<file path="src/rtl/verifla_pkg.sv">
// Shared definitions for the VeriFLA run-trigger arbitration logic.
package verifla_pkg;

  typedef enum logic [1:0] {
    ST_IDLE      = 2'b00,
    ST_WAIT_BUSY = 2'b01,
    ST_WAIT_DONE = 2'b10
  } state_e;

  localparam int unsigned DEFAULT_TIMEOUT = 255;

endpackage

</file>
<file path="src/rtl/req_pulse_of_verifla.sv">
// Level-to-single-pulse converter: one registered pulse per assertion of req.
module req_pulse_of_verifla (
  input  logic clk,
  input  logic reset,
  input  logic req,
  output logic pulse
);

  logic armed_q, armed_d;
  logic pulse_q, pulse_d;

  always_comb begin
    pulse_d = req & ~armed_q;
    armed_d = req;
  end

  always_ff @(posedge clk) begin
    if (reset) begin
      armed_q <= 1'b0;
      pulse_q <= 1'b0;
    end else begin
      armed_q <= armed_d;
      pulse_q <= pulse_d;
    end
  end

  assign pulse = pulse_q;

endmodule

</file>
<file path="src/rtl/run_arbiter_of_verifla.sv">
// Round-robin arbiter sharing the logic-analyser run trigger among NREQ requesters,
// tracking the monitor's busy handshake through to done or timeout.
module run_arbiter_of_verifla
  import verifla_pkg::*;
#(
  parameter int unsigned NREQ    = 2,
  parameter int unsigned TO_W    = 8,
  parameter int unsigned TIMEOUT = DEFAULT_TIMEOUT
) (
  input  logic                     clk,
  input  logic                     reset,
  input  logic [NREQ-1:0]          req,
  input  logic                     la_busy,
  output logic                     run,
  output logic                     grant_valid,
  output logic [$clog2(NREQ)-1:0]  grant_id,
  output logic                     done,
  output logic                     timeout_err,
  output logic [NREQ-1:0]          pending
);

  localparam int unsigned IDW = $clog2(NREQ);

  logic [NREQ-1:0] pulse;

  for (genvar i = 0; i < NREQ; i++) begin : g_pulse
    req_pulse_of_verifla u_pulse (
      .clk   (clk),
      .reset (reset),
      .req   (req[i]),
      .pulse (pulse[i])
    );
  end

  state_e          state_q, state_d;
  logic [NREQ-1:0] pending_q, pending_d, grant_clr;
  logic [IDW-1:0]  rr_ptr_q, rr_ptr_d;
  logic [IDW-1:0]  grant_id_q, grant_id_d;
  logic [TO_W-1:0] to_cnt_q, to_cnt_d;
  logic            run_q, run_d;
  logic            grant_valid_q, grant_valid_d;
  logic            done_q, done_d;
  logic            timeout_err_q, timeout_err_d;

  logic [IDW-1:0]  pick_idx;
  logic            pick_found;
  int unsigned     cand;

  // Scan starts just past the last winner; wrap by subtraction keeps it divider-free.
  always_comb begin
    pick_found = 1'b0;
    pick_idx   = '0;
    cand       = 0;
    for (int unsigned k = 1; k <= NREQ; k++) begin
      cand = 32'(rr_ptr_q) + k;
      if (cand >= NREQ) cand = cand - NREQ;
      if (!pick_found && pending_q[cand[IDW-1:0]]) begin
        pick_found = 1'b1;
        pick_idx   = cand[IDW-1:0];
      end
    end
  end

  always_comb begin
    state_d       = state_q;
    rr_ptr_d      = rr_ptr_q;
    grant_id_d    = grant_id_q;
    grant_valid_d = grant_valid_q;
    to_cnt_d      = to_cnt_q;
    run_d         = 1'b0;
    done_d        = 1'b0;
    timeout_err_d = 1'b0;
    grant_clr     = '0;

    case (state_q)
      ST_IDLE: begin
        if (pick_found && !la_busy) begin
          run_d               = 1'b1;
          grant_valid_d       = 1'b1;
          grant_id_d          = pick_idx;
          rr_ptr_d            = pick_idx;
          grant_clr[pick_idx] = 1'b1;
          to_cnt_d            = '0;
          state_d             = ST_WAIT_BUSY;
        end
      end
      ST_WAIT_BUSY: begin
        if (la_busy) begin
          state_d = ST_WAIT_DONE;
        end else if (to_cnt_q == TO_W'(TIMEOUT - 1)) begin
          timeout_err_d = 1'b1;
          grant_valid_d = 1'b0;
          state_d       = ST_IDLE;
        end else begin
          to_cnt_d = to_cnt_q + 1'b1;
        end
      end
      ST_WAIT_DONE: begin
        if (!la_busy) begin
          done_d        = 1'b1;
          grant_valid_d = 1'b0;
          state_d       = ST_IDLE;
        end
      end
      default: begin
        grant_valid_d = 1'b0;
        state_d       = ST_IDLE;
      end
    endcase

    // A fresh pulse on the bit being granted this cycle stays pending.
    pending_d = (pending_q & ~grant_clr) | pulse;
  end

  always_ff @(posedge clk) begin
    if (reset) begin
      state_q       <= ST_IDLE;
      pending_q     <= '0;
      rr_ptr_q      <= IDW'(NREQ - 1);
      grant_id_q    <= '0;
      grant_valid_q <= 1'b0;
      to_cnt_q      <= '0;
      run_q         <= 1'b0;
      done_q        <= 1'b0;
      timeout_err_q <= 1'b0;
    end else begin
      state_q       <= state_d;
      pending_q     <= pending_d;
      rr_ptr_q      <= rr_ptr_d;
      grant_id_q    <= grant_id_d;
      grant_valid_q <= grant_valid_d;
      to_cnt_q      <= to_cnt_d;
      run_q         <= run_d;
      done_q        <= done_d;
      timeout_err_q <= timeout_err_d;
    end
  end

  assign run         = run_q;
  assign grant_valid = grant_valid_q;
  assign grant_id    = grant_id_q;
  assign done        = done_q;
  assign timeout_err = timeout_err_q;
  assign pending     = pending_q;

endmodule
</file>
<file path="config.mk">
export PLATFORM = sky130hd
export DESIGN_NAME = run_arbiter_of_verifla
export DESIGN_NICKNAME = d
export VERILOG_FILES = /design/src/rtl/verifla_pkg.sv /design/src/rtl/req_pulse_of_verifla.sv /design/src/rtl/run_arbiter_of_verifla.sv
export SDC_FILE = /design/constraint.sdc
export NUM_CORES = 1
export LEC_CHECK = 0
export BUFFER_PORTS_ARGS = -buffer_cell sky130_fd_sc_hd__buf_2
export CORE_MARGIN = 2
export CORE_UTILIZATION = 59
export CTS_CLUSTER_SIZE = 12
export DETAILED_ROUTE_END_ITERATION = 10
export HOLD_SLACK_MARGIN = 0.1
export PLACE_DENSITY = 0.92
export SYNTH_ARGS = -nofsm -noshare
export SYNTH_HDL_FRONTEND = slang
export SYNTH_SLANG_ARGS = --single-unit
</file>
<file path="constraint.sdc">
create_clock -name clk -period 3 [get_ports clk]
set_clock_uncertainty 0.2 [all_clocks]
set_input_delay 0.3 -clock clk [delete_from_list [all_inputs] [get_ports clk]]
set_output_delay 0.3 -clock clk [all_outputs]
set_load 0.02 [all_outputs]
</file>
==> impl_metrics.toml, run 1 <==
[status]
outcome = "finished clean"

[pwr]
p_total_w = 0.000524
power_frac_seq_pct = 59.0
leakage_nw = 0.427
switching_share_pct = 23.8
p_per_area_nw_per_um2 = 473
power_frac_clock_pct = 29.8
power.internal_w = 0.000399
combPwrFrac_pct = 11.3
ir_drop_mv = 0.309
p_sw_w = 0.000125

[timing]
slew_headroom_pct = 65.5
tightestPinTransition_ns = 0.517
hold_viol_final = 0
timing.final.ws_setup_ns = 1.10
max_clock_freq_ghz = 0.527
setup_violations = 0
fin_setup_tns_ns = 0
rsz0062_at_grt = "no"
min_period_ns = 1.90
drv_slew = 0
finalCritPeriodShare_pct = 63.2

[synth]
yosysUniqueCellTypes = 39
synth_fp_nets = 114
ys_ff_latch = 22
synth.yosys.warnings = 0
syn_area_um2 = 983
ys_seq_area_share_pct = 44.8
syn_area_per_cell_um2 = 9.19
syn_inst = 107

[finish]
drive_above_1_share_pct = 19.5
seqCellArea_um2 = 440
final_util_pct = 71.9
nFillCells = 115
n_antenna_cell = 0
syn2layout_area_growth_pct = 12.7
multi_input_area_um2 = 502
layout.nets = 131

[clocking]
cts_made_buffers = 3
clock-sinks = 22
postCtsSetupBuffers = 0
h-tree-depth = 1
cts_root_buffer = "clkbuf_4"
clkTransAtPathRegs_ns = 0.11
clock_path_buffers = 2
cts_tree = "built"
clkLatencyLatePin_ns = 0.30

[drt]
wirelength_um = 1910
first_pass_iters = 4
wl_per_cell_um = 13.7
vias_per_cell = 6.00
drtIter0Drc = 27
vias = 834
drc = 0
antenna_left = 0

[grt]
grt_max_degree = 16
grt_pass1_wl_um = 3340
first_global_vias = 761
overflow = 0
antenna_found_initial = 0
grt_usage_pct = 22.9

[worst_hold_path]
worstHoldPathCells = 1
hp-class = "register to register"

[setup_path]
endpoint_kind = "register"
crit_path_top_delay_cell = "dlygate4sd3_1"
required_ns = 3.04
crit_arrival_ns = 1.94
path_depth = 6
rr_worst_depth = 6
crit_fanout = 12
path_cells = "dlygate4sd3_1 -> buf_2 -> nor3b_2 -> o21ai_2 -> a211oi_1 -> mux2i_1"
critPathTopFamily = "buffers and inverters"
startpoint_type = "primary input"
slowest_delay_ns = 0.53
path_buf_inv = 2
crit_type = "primary input to register"

[job]
max_cap_violations = 0

[die]
die_h_um = 44.8
die_area_um2 = 2010
core.rowCount = 14
die_x_um = 44.8
core_um2 = 1540
initial_core_util_pct = 63.8
num_io_pins = 12

[placed_design]
portBuffers = 11
gp_congestion = 0.860
place_ws_ns = 1.19
place_hpwl_um = 1310
==> cell usage after synthesis (all sizes together) <==
cell | n | share of area, %
ha | 2 | 2.5
o21bai | 1 | 0.76
a211o | 2 | 1.8
nand2b | 3 | 1.9
o2111ai | 1 | 0.89
clkbuf | 1 | 0.38
and3 | 1 | 0.64
nor3 | 4 | 2.0
a21o | 1 | 0.76
o2bb2ai | 1 | 0.89
nor2 | 7 | 2.9
a31o | 1 | 0.89
a211oi | 3 | 2.8
buf | 2 | 2.3
nor3b | 1 | 1.3
mux2i | 2 | 2.0
o221ai | 1 | 0.89
o21ai | 4 | 2.4
a2111o | 2 | 2.3
a21oi | 9 | 4.6
inv | 4 | 1.5
nand3 | 6 | 3.1
or2b | 2 | 1.5
or2 | 1 | 0.64
nand2 | 11 | 4.5
xnor2 | 1 | 0.89
nor2b | 5 | 3.2
o22ai | 1 | 0.64
a21boi | 1 | 0.76
nand4 | 2 | 1.9
nor4 | 1 | 0.64
o21ba | 1 | 1.0
dfxtp | 22 | 45
==> registers in the layout, indices dropped and copies added, names as in the netlist <==
signal and count:
to_cnt_q 8, pending 2, g_pulse.u_pulse.armed_q 2, grant_valid 1, timeout_err 1, run 1
done 1, g_pulse.u_pulse.pulse 2, grant_id 1, rr_ptr_q 1, state_q 2
==> cells by family after synthesis <==
kind of cell / count (synthesis) / share of synthesized area [%]
muxes: 2 / 2.04
adders and majority gates: 2 / 2.54
buffers and inverters: 7 / 4.20
and+or+nand+nor: 44 / 24.2
DFF: 22 / 44.8
AOI/OAI and AO/OA: 29 / 21.4
xor gates and xnor gates: 1 / 0.891
==> metrics by stage <==
stage	hold WS, ns	instance area (µm²)	cells
2_1_floorplan	0.167	983	107
4_1_cts	0.191	1110	139
3_5_place_dp	0.175	1030	131
6_report	0.199	1110	139
5_1_grt	0.208	1110	139
3_3_place_gp	0.170	1030	131
==> layout make-up <==
type / instances / share of cell area [%]
Clock buffer: 4 / 3.27
Inverter: 4 / 1.35
Multi-Input combinational cell: 78 / 45.3
Sequential cell: 22 / 39.7
Tap cell: 16 / 1.81
Timing Repair Buffer: 15 / 8.58
==> power by group through the flow <==
stage	sequential [W]	clock (W)	combinational [W]
after detailed placement	0.000315	0	0.0000537
after CTS	0.000308	0.000157	0.0000585
after global placement	0.000315	0	0.0000524
final	0.000309	0.000156	0.0000590
after global routing	0.000311	0.000174	0.0000647
after floorplan	0.000319	0	0.0000376
==> final timing paths <==
check,from,end,slack (ns)
min,g_pulse[1].u_pulse.armed_q$_SDFF_PP0_,g_pulse[1].u_pulse.pulse$_SDFF_PP0_,0.20
min reg2reg,g_pulse[1].u_pulse.armed_q$_SDFF_PP0_,g_pulse[1].u_pulse.pulse$_SDFF_PP0_,0.20
max reg2reg,to_cnt_q[0]$_SDFFE_PP0P_,to_cnt_q[5]$_SDFFE_PP0P_,1.14
max,la_busy,to_cnt_q[5]$_SDFFE_PP0P_,1.10
==> worst register-to-register path, stage by stage, from the launching register on <==
cell      delay [ns]
dfxtp_1         0.35
inv_1           0.09
ha_1            0.15
nand3_1         0.16
o21ai_2         0.47
a211oi_1        0.18
mux2i_1         0.14
==> cells in the final DEF, fill, tap and decap left out, types with 2 or more instances in the layout <==
cell type,n
a211o_1,2
inv_1,4
nand3_1,6
a211oi_1,2
clkbuf_4,3
ha_1,2
o21ai_1,2
dlygate4sd3_1,4
nor2b_1,5
nand2b_1,3
mux2i_1,2
or2b_1,2
dfxtp_1,22
nand2_1,10
a21oi_1,9
buf_2,11
nor2_1,6
nor3_1,4
a2111o_1,2
==> per-layer routing <==
metal	GRT usage [%]	wire length [µm]	vias up	share of wire [%]
li1	-	-	416	-
met1	28.2	845	372	44
met2	36.2	909	39	48
met3	5.20	105	7	5.5
met4	14.1	49	0	2.6
met5	0	0	-	0
==> repair_timing <==
| item | 4_1_cts | 5_1_grt |
|---|---|---|
| hold buffers | 4 | 0 |
| gates resized for setup | 0 | 0 |
| endpoints found under the hold margin | 5 | 0 |
(Power assumes the default switching activity.)
==> run 2: changes to the inputs <==
Settings changed: CORE_UTILIZATION 59 to 55, PLACE_DENSITY 0.92 to 0.87.
Clock period 3 ns to 1.75 ns, I/O delays scaled along.
==> run 2 against run 1 <==
  * Sequential power increased by 71%
  * Global-route usage decreased by 0.48 points
  * Cell area increased by 10%
  * Flip-flop and latch count did not move
  * Largest power group unchanged
==> impl_metrics.toml, run 2 (synthesis results as in run 1) <==
[status]
outcome = "finished clean"

[clocking]
cts_tree = "built"
cts_root_buffer = "clkbuf_4"
clkLatencyLatePin_ns = 0.31
clock-sinks = 22
clkTransAtPathRegs_ns = 0.13
h-tree-depth = 1
clock_path_buffers = 2
cts_made_buffers = 3

[drt]
antenna_left = 0
drtIter0Drc = 15
drc = 0
wirelength_um = 2180
vias = 873
first_pass_iters = 4
wl_per_cell_um = 14.2
vias_per_cell = 5.71

[timing]
fin_setup_tns_ns = 0
finalCritPeriodShare_pct = 95.7
setup_violations = 0
hold_viol_final = 0
drv_slew = 0
slew_headroom_pct = 68.7
timing.final.ws_setup_ns = 0.0759
min_period_ns = 1.67
max_clock_freq_ghz = 0.597
tightestPinTransition_ns = 0.469

[pwr]
p_per_area_nw_per_um2 = 850
power.internal_w = 0.000795
power_frac_seq_pct = 51.0
ir_drop_mv = 0.576
p_sw_w = 0.000242
leakage_nw = 0.473
power_frac_clock_pct = 37.9
switching_share_pct = 23.3
combPwrFrac_pct = 11.1
p_total_w = 0.00104

[placed_design]
place_ws_ns = 0.0386
place_hpwl_um = 1310
gp_congestion = 0.894
portBuffers = 11

[die]
core_um2 = 1710
initial_core_util_pct = 57.6
die_x_um = 46.3
die_area_um2 = 2140
num_io_pins = 12
die_h_um = 46.3
core.rowCount = 15

[finish]
n_antenna_cell = 0
final_common_cell = "dfxtp_1"
largest_register_ff_count = 8
mostFrequentLayoutCells = "21 x dfxtp_1, 10 x nand2_1, 9 x a21oi_1, 9 x buf_2, 6 x nor2_1"
syn2layout_area_growth_pct = 24.0
top_register = "to_cnt_q"
layout.nets = 136
nFillCells = 131
drive_above_1_share_pct = 25.0
seqCellArea_um2 = 442
multi_input_area_um2 = 544

[setup_path]
crit_type = "register to register"
required_ns = 1.77
crit_fanout = 5
startpoint_type = "register"
crit_arrival_ns = 1.70
endpoint_kind = "register"

[grt]
grt_pass1_wl_um = 3390
overflow = 0
grt_usage_pct = 22.4
antenna_found_initial = 0
grt_max_degree = 16
first_global_vias = 805

[job]
max_cap_violations = 0

[worst_hold_path]
hp-class = "primary input to register"
## run 2: cell count changes in the layout (fill, tap and decap cells not counted), sizes merged
cell,delta
buf,+2
dlymetal6s4s,+1
o21ai,+1
bufinv,+1
## run 2: final cells by class
class                      count  area share (%)
tap                           25            2.56
clock buffer                   3            1.85
sequential                    22            36.2
multi-input combinational     79            44.6
inverter                       4            1.23
clock inverter                 1            2.46
timing repair buffer          19            11.1
## run 2: routing by layer
layer,track usage (%),routed length [µm]
met5,0,0
met4,9.71,24
met3,5.49,122
met2,36.9,1070
met1,27.5,961
## run 2: timing repair
action / in CTS / in global routing
buffers inserted: 0 / 1
gates resized for setup: 0 / 9
endpoints found under the hold margin: 14 / 0
endpoints found under the setup margin: 0 / 9
hold buffers: 6 / 0
## run 2: stage by stage
step / instance area [µm²] / util (%) / hold slack [ns] / cells
floorplan: 983 / - / 0.0911 / 107
global placement: 1070 / 62.4 / 0.170 / 143
detailed placement: 1070 / 62.4 / 0.175 / 143
CTS: 1180 / 69.0 / 0.194 / 153
global route: 1220 / 71.4 / 0.176 / 153
finish: 1220 / 71.4 / 0.168 / 153
## run 2: worst paths after layout
kind / start / to / slack [ns] / cells after the start
worst max-delay path: to_cnt_q[3]$_SDFFE_PP0P_ / grant_valid$_SDFFE_PP0P_ / 0.08 / 5
worst max register to register: to_cnt_q[3]$_SDFFE_PP0P_ / grant_valid$_SDFFE_PP0P_ / 0.08 / 5
worst min-delay path: la_busy / state_q[1]$_SDFFE_PP0P_ / 0.17 / 3
worst min register to register: g_pulse[1].u_pulse.armed_q$_SDFF_PP0_ / g_pulse[1].u_pulse.pulse$_SDFF_PP0_ / 0.20 / 1
## run 2: critical path, stage by stage (launching register included)
cell	delay, ns
dfxtp_1	0.45
nand4_2	0.22
buf_4	0.22
nor3_2	0.15
o22ai_1	0.09
a31o_2	0.25
## run 2: power by group through the flow
stage               clock (W)  sequential (W)  combinational [W]
finish               0.000394        0.000529           0.000115
global placement            0        0.000538          0.0000939
CTS                  0.000404        0.000528           0.000108
floorplan                   0        0.000546          0.0000644
global route         0.000418        0.000531           0.000127
detailed placement          0        0.000539          0.0000964
